### src/rtl/rv32i_fetch.sv
// RV32I instruction fetch stage: PC ownership, bounded in-order instruction queue,
// and NOP bubbles for stall/redirect toward enable-less pipeline registers.
module rv32i_fetch #(
    parameter int unsigned      WIDTH    = 32,
    parameter int unsigned      DEPTH    = 4,
    parameter logic [WIDTH-1:0] RESET_PC = '0,
    parameter logic [WIDTH-1:0] NOP      = WIDTH'(32'h0000_0013)
) (
    input  logic             clk,
    input  logic             reset,
    output logic             imem_req,
    output logic [WIDTH-1:0] imem_addr,
    input  logic             imem_ready,
    input  logic             imem_rvalid,
    input  logic [WIDTH-1:0] imem_rdata,
    input  logic             stall,
    input  logic             redirect,
    input  logic [WIDTH-1:0] redirect_pc,
    output logic [WIDTH-1:0] instF,
    output logic [WIDTH-1:0] pcF,
    output logic             validF
);
    localparam int unsigned      PW   = $clog2(DEPTH);
    localparam int unsigned      CW   = $clog2(DEPTH) + 1;
    localparam logic [WIDTH-1:0] STEP = WIDTH'(4);

    logic [WIDTH-1:0] req_pc_q, req_pc_d;
    logic [WIDTH-1:0] resp_pc_q, resp_pc_d;
    logic [CW-1:0]    outstanding_q, outstanding_d;
    logic [CW-1:0]    discard_q, discard_d;
    logic [CW-1:0]    count_q, count_d;
    logic [PW-1:0]    rd_ptr_q, rd_ptr_d;
    logic [PW-1:0]    wr_ptr_q, wr_ptr_d;
    logic [WIDTH-1:0] inst_mem [DEPTH];
    logic [WIDTH-1:0] pc_mem   [DEPTH];

    logic             accept, resp_fire, push, pop;
    logic [CW:0]      occupancy;
    logic [WIDTH-1:0] redirect_base;

    // In-flight words reserve a queue slot, so a push can never hit a full queue.
    assign occupancy     = {1'b0, outstanding_q} + {1'b0, count_q};
    assign imem_req      = !redirect && (occupancy < (CW+1)'(DEPTH));
    assign imem_addr     = req_pc_q;
    assign accept        = imem_req && imem_ready;
    assign resp_fire     = imem_rvalid && (outstanding_q != '0);
    assign push          = resp_fire && (discard_q == '0) && !redirect;
    assign validF        = (count_q != '0) && !stall && !redirect;
    assign pop           = validF;
    assign instF         = validF ? inst_mem[rd_ptr_q] : NOP;
    assign pcF           = validF ? pc_mem[rd_ptr_q] : '0;
    assign redirect_base = redirect_pc & ~WIDTH'(3);

    always_comb begin
        req_pc_d      = req_pc_q;
        resp_pc_d     = resp_pc_q;
        outstanding_d = outstanding_q + CW'(accept) - CW'(resp_fire);
        discard_d     = discard_q;
        count_d       = count_q + CW'(push) - CW'(pop);
        rd_ptr_d      = rd_ptr_q;
        wr_ptr_d      = wr_ptr_q;

        if (accept) req_pc_d = req_pc_q + STEP;
        if (resp_fire && (discard_q != '0)) discard_d = discard_q - CW'(1);
        if (push) begin
            resp_pc_d = resp_pc_q + STEP;
            wr_ptr_d  = wr_ptr_q + PW'(1);
        end
        if (pop) rd_ptr_d = rd_ptr_q + PW'(1);

        // Every word still in flight after this cycle's response is stale.
        if (redirect) begin
            req_pc_d  = redirect_base;
            resp_pc_d = redirect_base;
            count_d   = '0;
            rd_ptr_d  = '0;
            wr_ptr_d  = '0;
            discard_d = outstanding_q - CW'(resp_fire);
        end
    end

    always_ff @(posedge clk or posedge reset) begin
        if (reset) begin
            req_pc_q      <= RESET_PC;
            resp_pc_q     <= RESET_PC;
            outstanding_q <= '0;
            discard_q     <= '0;
            count_q       <= '0;
            rd_ptr_q      <= '0;
            wr_ptr_q      <= '0;
        end else begin
            req_pc_q      <= req_pc_d;
            resp_pc_q     <= resp_pc_d;
            outstanding_q <= outstanding_d;
            discard_q     <= discard_d;
            count_q       <= count_d;
            rd_ptr_q      <= rd_ptr_d;
            wr_ptr_q      <= wr_ptr_d;
        end
    end

    always_ff @(posedge clk) begin
        if (push) begin
            inst_mem[wr_ptr_q] <= imem_rdata;
            pc_mem[wr_ptr_q]   <= resp_pc_q;
        end
    end
endmodule

### config.mk
export PLATFORM = sky130hd
export DESIGN_NAME = rv32i_fetch
export DESIGN_NICKNAME = d
export VERILOG_FILES = /design/src/rtl/rv32i_fetch.sv
export SDC_FILE = /design/constraint.sdc
export NUM_CORES = 1
export LEC_CHECK = 0
export CAP_MARGIN = 20
export CORE_ASPECT_RATIO = 1.75
export CORE_MARGIN = 4
export CORE_UTILIZATION = 50
export DETAILED_ROUTE_END_ITERATION = 10
export PLACE_DENSITY_LB_ADDON = 0.15
export SLEW_MARGIN = 30
export SYNTH_ARGS = -nofsm -noshare
export SYNTH_HDL_FRONTEND = slang
export SYNTH_SLANG_ARGS = --single-unit
### constraint.sdc
create_clock -name clk -period 7.4 [get_ports clk]
set_clock_uncertainty 0.15 [all_clocks]
set_input_delay 1.48 -clock clk [delete_from_list [all_inputs] [get_ports clk]]
set_output_delay 1.48 -clock clk [all_outputs]
set_load 0.01 [all_outputs]
* After elaboration in Yosys (flattened, before gate mapping) *
Memory sizes are Yosys's and may differ from the RTL's.
Index checks and enable logic that the tools add are counted.

word-level totals
  RAM bits = 256
  logic and storage cells = 54
  bits in registers = 77
  output and inout bits = 98
  input bits = 70
  memories = 2

memory list
  memory    words  bits a word  read ports  clocked after memory_dff  write ports  line  RTL
  inst_mem  4      32           1           0                         1            34    logic [WIDTH-1:0] inst_mem [DEPTH];
  pc_mem    4      32           1           0                         1            35    logic [WIDTH-1:0] pc_mem [DEPTH];

cells by class
  reduce and logical (&&, ||, !) cells = 18
  add/subtract/negate cells = 11
  $lt $le $gt $ge = 1
  muxes and demuxes = 15

operators with widths
  operator                                            count
  two-way mux 32 bit                                  6
  adder 32 x 3 -> 32 bit, second input constant       2
  two-way mux 3 bit                                   3
  nonzero test 3 bit                                  3
  subtractor 3 x 1 -> 3 bit                           3
  logical AND 1 bit                                   8
  two-way mux 2 bit                                   4
  nonzero test 2 bit                                  4
  adder 3 x 1 -> 3 bit                                2
  adder 2 x 1 -> 2 bit, second input constant         2
  adder 3 x 3 -> 4 bit                                1
  < comparator 4 x 3 -> 1 bit, second input constant  1
  logical NOT 3 bit                                   1
  subtractor 3 x 1 -> 3 bit, second input constant    1
  logical NOT 1 bit                                   2
  two-way mux 1 bit                                   2

* Depth between registers and ports, before layout *
  depth after elaboration = 7
  gate-level depth with buffers = 13
  gate-level depth less buffers = 13

* Least setup slack after synthesis *
Ideal clock, no wire load.

  path kind = input -> register
  start = input port imem_rvalid
  end = memory inst_mem[0][0] (enable)
  slack = 3.250 ns
  buffers on the path = 0
  data arrival time = 3.573 ns
  required time = 6.823 ns
  stages on the path = 5
  path through = o31ai_1 inv_2 nand2_1 nor2_1 and2_1

between the ends
  cells in the longest elaborated chain, start to end = 5

ends and longest elaborated chain
  item                                     line  RTL
  from (decl)                              14    input logic imem_rvalid,
  logical AND 1 bit                        46    assign resp_fire = imem_rvalid && (outstanding_q != '0);
  logical AND 1 bit (2 in series)          47    assign push = resp_fire && (discard_q == '0) && !redirect;
  two-way mux 1 bit                        103   if (push) begin
  two-way mux 1 bit (implied by the code)  104   inst_mem[wr_ptr_q] <= imem_rdata;
  to (decl)                                34

No other way between the ends.

* Worst setup path in the final report *
  start = input port redirect
  end = output port pcF[13]

between the ends
  cells in the longest elaborated chain, start to end = 3

ends and longest elaborated chain
  item                line  RTL
  from (decl)         17    input logic redirect,
  logical NOT 1 bit   48    assign validF = (count_q != '0) && !stall && !redirect;
  logical AND 1 bit   48
  two-way mux 32 bit  51    assign pcF = validF ? pc_mem[rd_ptr_q] : '0;
  to (decl)           20    output logic [WIDTH-1:0] pcF,

No other way between the ends.

==> run metrics <==
outcome completed; FF+latch area 9281 um2; drt pass-1 iters 5; Max-Cap Viols 0; Sinks on Clock Net 321; xor-xnor portion of the synthesized cell area 0.03521; Top FF cell, synth edfxtp_1; TNS Setup 0 ns; share of the synthesized area in the top cell type 0.5444; DPL Wire Length 19180 um; Initial Util 0.5107; TritonCTS clock tree yes; Die Wd 133.0 um; max_slew headroom 0.5431; RePlAce Congestion 0.9085; setup bufs post-CTS 0; Final ANT Viol Nets 0; Compound-Gate Fraction of Synth Area 0.02817; mux cell area share after synthesis 0.1209; CTS root buffer clkbuf_16; Synth area leaders edfxtp_1 (54%), dfrtp_1 (13%), mux4_2 (10%); most frequent CP cell clkdlybuf4s50_1; worst skew pair latency 0.54 ns; number of CTS-inserted buffers 29; EDFF count, synth 248; cells on worst reg2reg path 7; library cells used by synthesis 51; RSZ-0062 raised after global routing no; Mapped Area 13680 um2; post_cts resized 0; crit-path max cell delay 0.54 ns; I/O pin count 168; Worst Path Arrival 3.64 ns; vias in the first global route 8205; CP bufs+invs 4; Hold WC Path Type reg -> reg; final hold violations 0; Rows 79; DIE AREA 30170 um2; ratio of cells with drive above 1 in the final layout 0.1571; Vias 7825; CP cell instances clkdlybuf4s50_1 -> clkinv_2 -> buf_4 -> and3_1 -> clkdlybuf4s50_1; GRT Util Overall 0.1966; Final setup viols 0; Synth warnings 0; first-pass GRT wire length 46150 um; post-synth top area cell edfxtp_1; worst hold stages 2; Post-Synth Simple-Gate Area 0.09887; port bufs 161; largest family of logic cells by synthesized area multiplexers; area occupied by multi-input gates 4143 um2; Slew Viols, Final 0; CP Class in -> out; adder-cell share of the synthesized area 0.01756; pin count of the biggest net entering global routing 63; Worst Tran Pin Value 0.6853 ns; fmax 189.9 MHz; CTS Buffer Depth 3; Iter 0 DRT Violations 501; DRC violations left 0; Worst Path Max Fanout 47; final net count 1092; Seq/Total Area, Yosys 0.6779; Startpoint Class input pin; Tmin final 5.266 ns; Layout fillers 2035; die height 226.8 um; H-tree depth 1; Peak VDD IR 0.1813 mV; CTS clk-pin slew, worst paths 0.06 ns; vias per cell 5.634; Leak 0.005807 uW; Layout area overhead 21.95%; slowest CP cell clkdlybuf4s50_1; initial antenna violation count 0; diode count 0; WP depth 5; Routed WL per cell 21.02 um; power per cell area 282.2 nW/um2; #FFs+latches synth 321; mean post-synth cell area 16.27 um2; CP Capture Type primary output; Async S/R FF share, synth 0.2274; WP data required 5.77 ns; Design Area, Final 16680 um2; Core ar. 26790 um2; Post-Synthesis Cells 841; Tcrit/Tclk final 0.7116; Crit path max-delay family buffers and inverters; Routed Wire Length 29200 um; hold buffers post-CTS 0; placed cell area 15700 um2; total grt overflow 0
==> state kept, by name, indices dropped and copies added (netlist names) <==
name / flops
count_q: 3
pc_mem: 120
outstanding_q: 3
rd_ptr_q: 2
inst_mem: 128
wr_ptr_q: 2
resp_pc_q: 30
discard_q: 3
imem_addr: 30
==> kinds of logic after synthesis <==
family	count (synthesis)
AOI/OAI and AO/OA	56
xor gates and xnor gates	55
adders and majority gates	18
buffers and inverters	69
DFF	321
muxes	85
other	1
and+or+nand+nor	236
==> routing by layer <==
layer / up-vias / GRT usage / part of all wire
met5: - / 0 / 0
met4: 0 / 0.06510 / 0.028
met3: 47 / 0.02442 / 0.045
met2: 232 / 0.3605 / 0.54
met1: 3960 / 0.2411 / 0.39
li1: 3586 / - / -
==> synthesized netlist by cell type (all sizes together), types with 11 or more instances <==
cell / count
mux4: 62
nor4: 11
nand3: 23
dfrtp: 73
ha: 16
nor3: 15
xor2: 23
nand4: 23
inv: 20
clkbuf: 35
nor2: 24
and3: 70
a21boi: 12
buf: 13
xnor2: 32
nand2: 31
edfxtp: 248
mux2: 22
==> path summary, 6_finish.rpt <==
path | start | to | slack [ns]
setup / recovery | redirect | pcF[13] | 2.13
hold / removal | discard_q[1] | discard_q[1] | 0.40
setup reg to reg | discard_q[0] | inst_mem[1][7] | 4.07
hold reg to reg | discard_q[1] | discard_q[1] | 0.40
max in group asynchronous | reset | imem_addr[16] | 5.31
min in group asynchronous | reset | imem_addr[29] | 1.20
==> where the power goes <==
| part | switching (uW) | internal [uW] | leakage (uW) | total (uW) |
|---|---|---|---|---|
| clock network | 627 | 886 | 0.000471 | 1510 |
| logic | 451 | 535 | 0.00226 | 986 |
| registers | 139 | 2070 | 0.00308 | 2210 |
==> final cells by class <==
cell class              instances  share of cell area
multi-input cells             454              0.2483
repair buffers                177              0.1058
flip-flops and latches        321              0.5564
inverters                      21            0.004800
well taps                     364             0.02730
clock buffers                  38             0.04733
clock inverters                14             0.01013
==> metrics by stage <==
stage / hold slack [ns] / util / worst slack (ns) / power, uW / cells
after floorplan: 0.3342 / - / 3.250 / 2865 / 844
after global placement: 0.3754 / 0.5851 / 2.103 / 3220 / 1335
after detailed placement: 0.3909 / 0.5860 / 2.091 / 3237 / 1336
after CTS: 0.4106 / 0.6217 / 2.091 / 4754 / 1388
after global routing: 0.4251 / 0.6228 / 2.015 / 4935 / 1389
final: 0.4049 / 0.6228 / 2.134 / 4707 / 1389
==> worst min-delay path, stage by stage, from the launching register on <==
cell	delay, ns
dfrtp_1	0.35
o211ai_1	0.09
o21ai_0	0.07
==> cell usage in the layout (no fill, tap or decap), types with 22 or more instances in the layout <==
master	n
and3_1	70
edfxtp_1	248
xor2_1	23
xnor2_1	32
dfrtp_1	71
nand2_1	31
clkdlybuf4s50_1	161
clkbuf_16	29
nand3_1	22
nand4_1	22
mux4_2	62
nor2_1	23
mux2_2	22
Power figures use the tool's default switching activity.
==> patch 1, RTL diff (config.mk and constraints unchanged) <==
Reset style: synchronous (`reset`), changed in one clocked block.
--- a/src/rtl/rv32i_fetch.sv
+++ b/src/rtl/rv32i_fetch.sv
@@ -79,7 +79,7 @@
         end
     end
 
-    always_ff @(posedge clk or posedge reset) begin
+    always_ff @(posedge clk) begin
         if (reset) begin
             req_pc_q      <= RESET_PC;
             resp_pc_q     <= RESET_PC;
Check against the original RTL: differs if reset is asserted again (counterexample within 4 cycles, from zero or initial values and one cycle with reset high); with reset held inactive, the same outputs for 4 cycles.
==> patch 1 against the original RTL <==
Count of clock-buffer cells in the layout shrank 4; sequential cell count grew 2; via count shrank 2.7%; maximum frequency grew 3.9%; routed wire length shrank 4.6%; synthesized area shrank 1.9%; worst setup slack gained 0.20 ns; cell area shrank 2.1%; worst hold slack lost 0.045 ns; non-clock buffer count shrank 3.
Power is not compared: it rests on default switching activity, and its combinational part moved more than twofold at a synthesized area within 25%.
==> patch 1: results (changes against the original RTL) <==
| Metric | Value |
|---|---|
| Critical Path Fanout Max | 66 (was 47) |
| Hold EP | wr_ptr_q[1] (was discard_q[1]) |
| Drt via density | 5.58 (was 5.63) |
| Mux share of post-synthesis cell area | 10.5% (was 12.1%) |
| DRT Pass-1 Iters | 4 (was 5) |
| Top Metal Used | met4 (unchanged) |
| Filler cell count | 2,054 (was 2,035) |
| Met3 WL | 1030 um (was 1320 um) |
| Sequential share of the synthesized area | 66.7% (was 67.8%) |
| Post-DP HPWL | 18,700 um (was 19,200 um) |
| Vias in the first global route | 7,930 (was 8,205) |
| Peak supply drop | about 180 uV |
| CP startpoint | redirect (unchanged) |
| Average size of a mapped cell | 15.7 sq um (was 16.3 sq um) |
| Post-Synth Adder-Cell Area | 1.79% (was 1.76%) |
| Met3 Track Usage GR | 2.46% (was 2.44%) |
| R2r startpoint | outstanding_q[2] (was discard_q[0]) |
| Status | finished clean (unchanged) |
| Total routed wirelength | 27,900 um (was 29,200 um) |
| Synth top cells by count | edfxtp_1 (248), dfxtp_1 (75), and2_1 (63) (was edfxtp_1 (248), dfrtp_1 (73), and3_1 (70)) |
| Share of layout cells above drive strength 1 | 13.6% (was 15.7%) |
| Wire per inst | 20.4 um (was 21.0 um) |
| Worst slew margin | 35.4% (was 54.3%) |
| Synth top area cells | edfxtp_1 (56%), dfxtp_1 (11%), mux4_2 (10%), and2_1 (2.9%), xor2_1 (2.7%) (was edfxtp_1 (54%), dfrtp_1 (13%), mux4_2 (10%), and3_1 (3.2%), xnor2_1 (2.0%)) |
| Reg2Reg Depth | 11 (was 7) |
| Reg2reg setup slack | 4.01 ns (was 4.07 ns) |
| First-pass GRT wire length | 44,200 um (was 46,100 um) |
| R2r endpoint | outstanding_q[2] (was inst_mem[1][7]) |
| Placed cells | 1,312 (was 1,336) |
| Post-Synth XOR/XNOR Area | 4.24% (was 3.52%) |
| Worst Setup EP | pcF[6] (was pcF[13]) |
| Largest net degree at the start of global routing | 84 (was 63) |
| Met2 Usage GRT | 35.2% (was 36.0%) |
| RePlAce Congestion | 0.898 (was 0.909) |
| Fin nets | 1,106 (was 1,092) |
| HP Start | wr_ptr_q[1] (was discard_q[1]) |
| M1 GR Usage | 22.7% (was 24.1%) |
| Wire length on met2 | 15,000 um (was 15,700 um) |
| Postcts setup bufs | 0 (unchanged) |
| Largest stage delay on the critical path | 0.57 ns (was 0.54 ns) |
| Asr flop ratio synth | 0% (was 22.7%) |
| Met1 WL | 11,200 um (was 11,300 um) |
| Post-synthesis compound-gate area fraction | 5.18% (was 2.82%) |
## patch 1: changes by cell type after synthesis, sizes merged, moves of 18 or more
cell,change
dfrtp,-73
a21boi,+31
and2,+57
and3,-57
xor2,+18
mux2,-22
o21a,+21
dfxtp,+75
## patch 1: metrics by stage
stage                     hold WS [ns]  cell area (sq um)  worst slack, ns  total power, mW
after floorplan                  0.319              13400             3.19             2.37
after global placement           0.340              15400             2.22             2.52
after detailed placement         0.358              15400             2.24             2.53
after CTS                        0.368              16300             2.25             4.03
after global routing             0.395              16300             2.19             4.15
final                            0.360              16300             2.33             3.98
## patch 1: area by class of cell
| class | instances | area share, % |
|---|---|---|
| Multi-Input combinational cell | 471 | 26.0 |
| Timing Repair Buffer | 174 | 10.5 |
| Tap cell | 324 | 2.48 |
| Clock inverter | 18 | 1.08 |
| Sequential cell | 323 | 54.8 |
| Inverter | 20 | 0.459 |
| Clock buffer | 34 | 4.75 |
==> patch 2, RTL diff (config.mk and constraints unchanged) <==
Without the edit above. `DEPTH`: 4 -> 8.
--- a/src/rtl/rv32i_fetch.sv
+++ b/src/rtl/rv32i_fetch.sv
@@ -2,7 +2,7 @@
 // and NOP bubbles for stall/redirect toward enable-less pipeline registers.
 module rv32i_fetch #(
     parameter int unsigned      WIDTH    = 32,
-    parameter int unsigned      DEPTH    = 4,
+    parameter int unsigned      DEPTH    = 8,
     parameter logic [WIDTH-1:0] RESET_PC = '0,
     parameter logic [WIDTH-1:0] NOP      = WIDTH'(32'h0000_0013)
 ) (
Check against the original RTL: not equivalent (a bounded check fails within 10 cycles, from zero or initial values and one cycle with reset high).
==> patch 2 against the original RTL <==
Synthesized area up 71%; first-iteration DRC count rose by 96%; non-clock buffer count grew 14; power is 69% higher; sequential cell count rose by 253; cell area grew 64%; routed wire length up 66%; worst setup slack lost 0.35 ns; largest cell class unchanged; highest routed layer unchanged.
==> patch 2: results (changes against the original RTL) <==
| Metric | Value |
|---|---|
| Worst skew pair latency | 0.57 ns (was 0.54 ns) |
| Reg2reg setup slack | 3.58 ns (was 4.07 ns) |
| Status | finished clean (unchanged) |
| Peak supply drop | 196 uV (was 181 uV) |
| Post-DP HPWL | 28,600 um (was 19,200 um) |
| Total CTS buffers | 48 (was 29) |
| DRT iter0 DRCs | 984 (was 501) |
| Static Leak | 8.81 nW (was 5.81 nW) |
| Global Route Usage Sum | 19.6% (was 19.7%) |
| Filler cell count | 3,448 (was 2,035) |
| DRT Pass-1 Iters | 4 (was 5) |
| Synth top cells by count | edfxtp_1 (496), mux4_2 (124), nor2_1 (96) (was edfxtp_1 (248), dfrtp_1 (73), and3_1 (70)) |
| Worst Setup EP | pcF[2] (was pcF[13]) |
| CP startpoint | stall (was redirect) |
| Critical Path Fanout Max | 34 (was 47) |
| Synth cell types | 52 (was 51) |
| Vias in the first global route | 13,000 (was 8,205) |
| Asr flop ratio synth | 13.6% (was 22.7%) |
| Synth top area cells | edfxtp_1 (64%), mux4_2 (12%), dfrtp_1 (8.3%), mux2i_1 (2.8%), nor2_1 (1.5%) (was edfxtp_1 (54%), dfrtp_1 (13%), mux4_2 (10%), and3_1 (3.2%), xnor2_1 (2.0%)) |
| Post-Synth Adder-Cell Area | 1.35% (was 1.76%) |
| Post-synthesis compound-gate area fraction | 2.31% (was 2.82%) |
| R2r endpoint | pc_mem[0][20] (was inst_mem[1][7]) |
| Number of flops mapped to enable cells by yosys | 496 (was 248) |
| Post-Synth XOR/XNOR Area | 1.80% (was 3.52%) |
| CTS H-Tree Depth | 2 (was 1) |
| Switching power | 2.02 mW (was 1.22 mW) |
| Drt via density | 5.77 (was 5.63) |
| Post-Place Worst Slack | 1.72 ns (was 2.09 ns) |
| Largest regs | inst_mem (256), pc_mem (240) (was inst_mem (128), pc_mem (120)) |
| Sequential share of the synthesized area | 72.0% (was 67.8%) |
patch 2: changes by cell type after synthesis, sizes merged, moves of 7 or more:
cell	unedited run	this run
xor2	23	16
edfxtp	248	496
mux4	62	124
and3	70	10
mux2i	1	66
o31a	10	1
inv	20	28
o21ai	9	33
mux2	22	8
o211ai	1	11
nand2	31	65
buf	13	28
nor2	24	96
patch 2: stage by stage:
step | hold slack [ns] | cells | cell area, sq um
2_1_floorplan | 0.365 | 1303 | 23400
3_3_place_gp | 0.398 | 2008 | 25800
3_5_place_dp | 0.413 | 2009 | 25800
4_1_cts | 0.421 | 2099 | 27400
5_1_grt | 0.455 | 2099 | 27400
6_report | 0.417 | 2099 | 27400
patch 2: area by class of cell:
type	instances	area, sq um	share of cell area, %
clock buffer	58	1270	4.63
timing repair buffer	191	1880	6.86
tap	583	729	2.66
clock inverter	32	340	1.24
multi-input combinational	632	6230	22.7
sequential	574	16900	61.5
inverter	29	110	0.402
patch 2: how the worst min path moves through the flow:
stage                             to              from  cells after the start  slack (ns)
detailed placement       wr_ptr_q[0]       wr_ptr_q[0]                      2        0.41
global placement         wr_ptr_q[0]       wr_ptr_q[0]                      2        0.40
CTS                      wr_ptr_q[0]       wr_ptr_q[0]                      2        0.42
floorplan           outstanding_q[0]  outstanding_q[0]                      1        0.37
global route             wr_ptr_q[0]       wr_ptr_q[0]                      2        0.46
finish                   wr_ptr_q[0]       wr_ptr_q[0]                      2        0.42
patch 2: worst max-delay path: cells and delay by family:
| kind | cells | cell delay [ns] |
|---|---|---|
| and+or+nand+nor | 3 | 1.05 |
| buffers and inverters | 3 | 1.43 |
patch 2: per-layer routing:
metal | vias to the layer above | track usage [%] | wire length [um]
met5 | - | 0 | 0
met4 | 0 | 4.93 | 996
met3 | 58 | 2.38 | 2020
met2 | 334 | 34.3 | 25500
met1 | 6259 | 26.3 | 20000
li1 | 5467 | - | -
patch 2: logic make-up (layout without fill, tap and decap cells):
family / after synthesis / in the layout
AOI/OAI and AO/OA: 85 / 85
xor gates and xnor gates: 48 / 48
adders and majority gates: 24 / 24
buffers and inverters: 97 / 310
DFF: 574 / 574
muxes: 198 / 198
other: 1 / 4
and+or+nand+nor: 273 / 273
patch 2: power groups by stage:
stage / logic [mW] / clock network [mW] / registers (mW)
6_report: 1.54 / 2.58 / 3.84
3_5_place_dp: 1.58 / 0 / 3.91
3_3_place_gp: 1.56 / 0 / 3.91
5_1_grt: 1.70 / 2.77 / 3.87
2_1_floorplan: 1.13 / 0 / 3.82
4_1_cts: 1.59 / 2.65 / 3.85
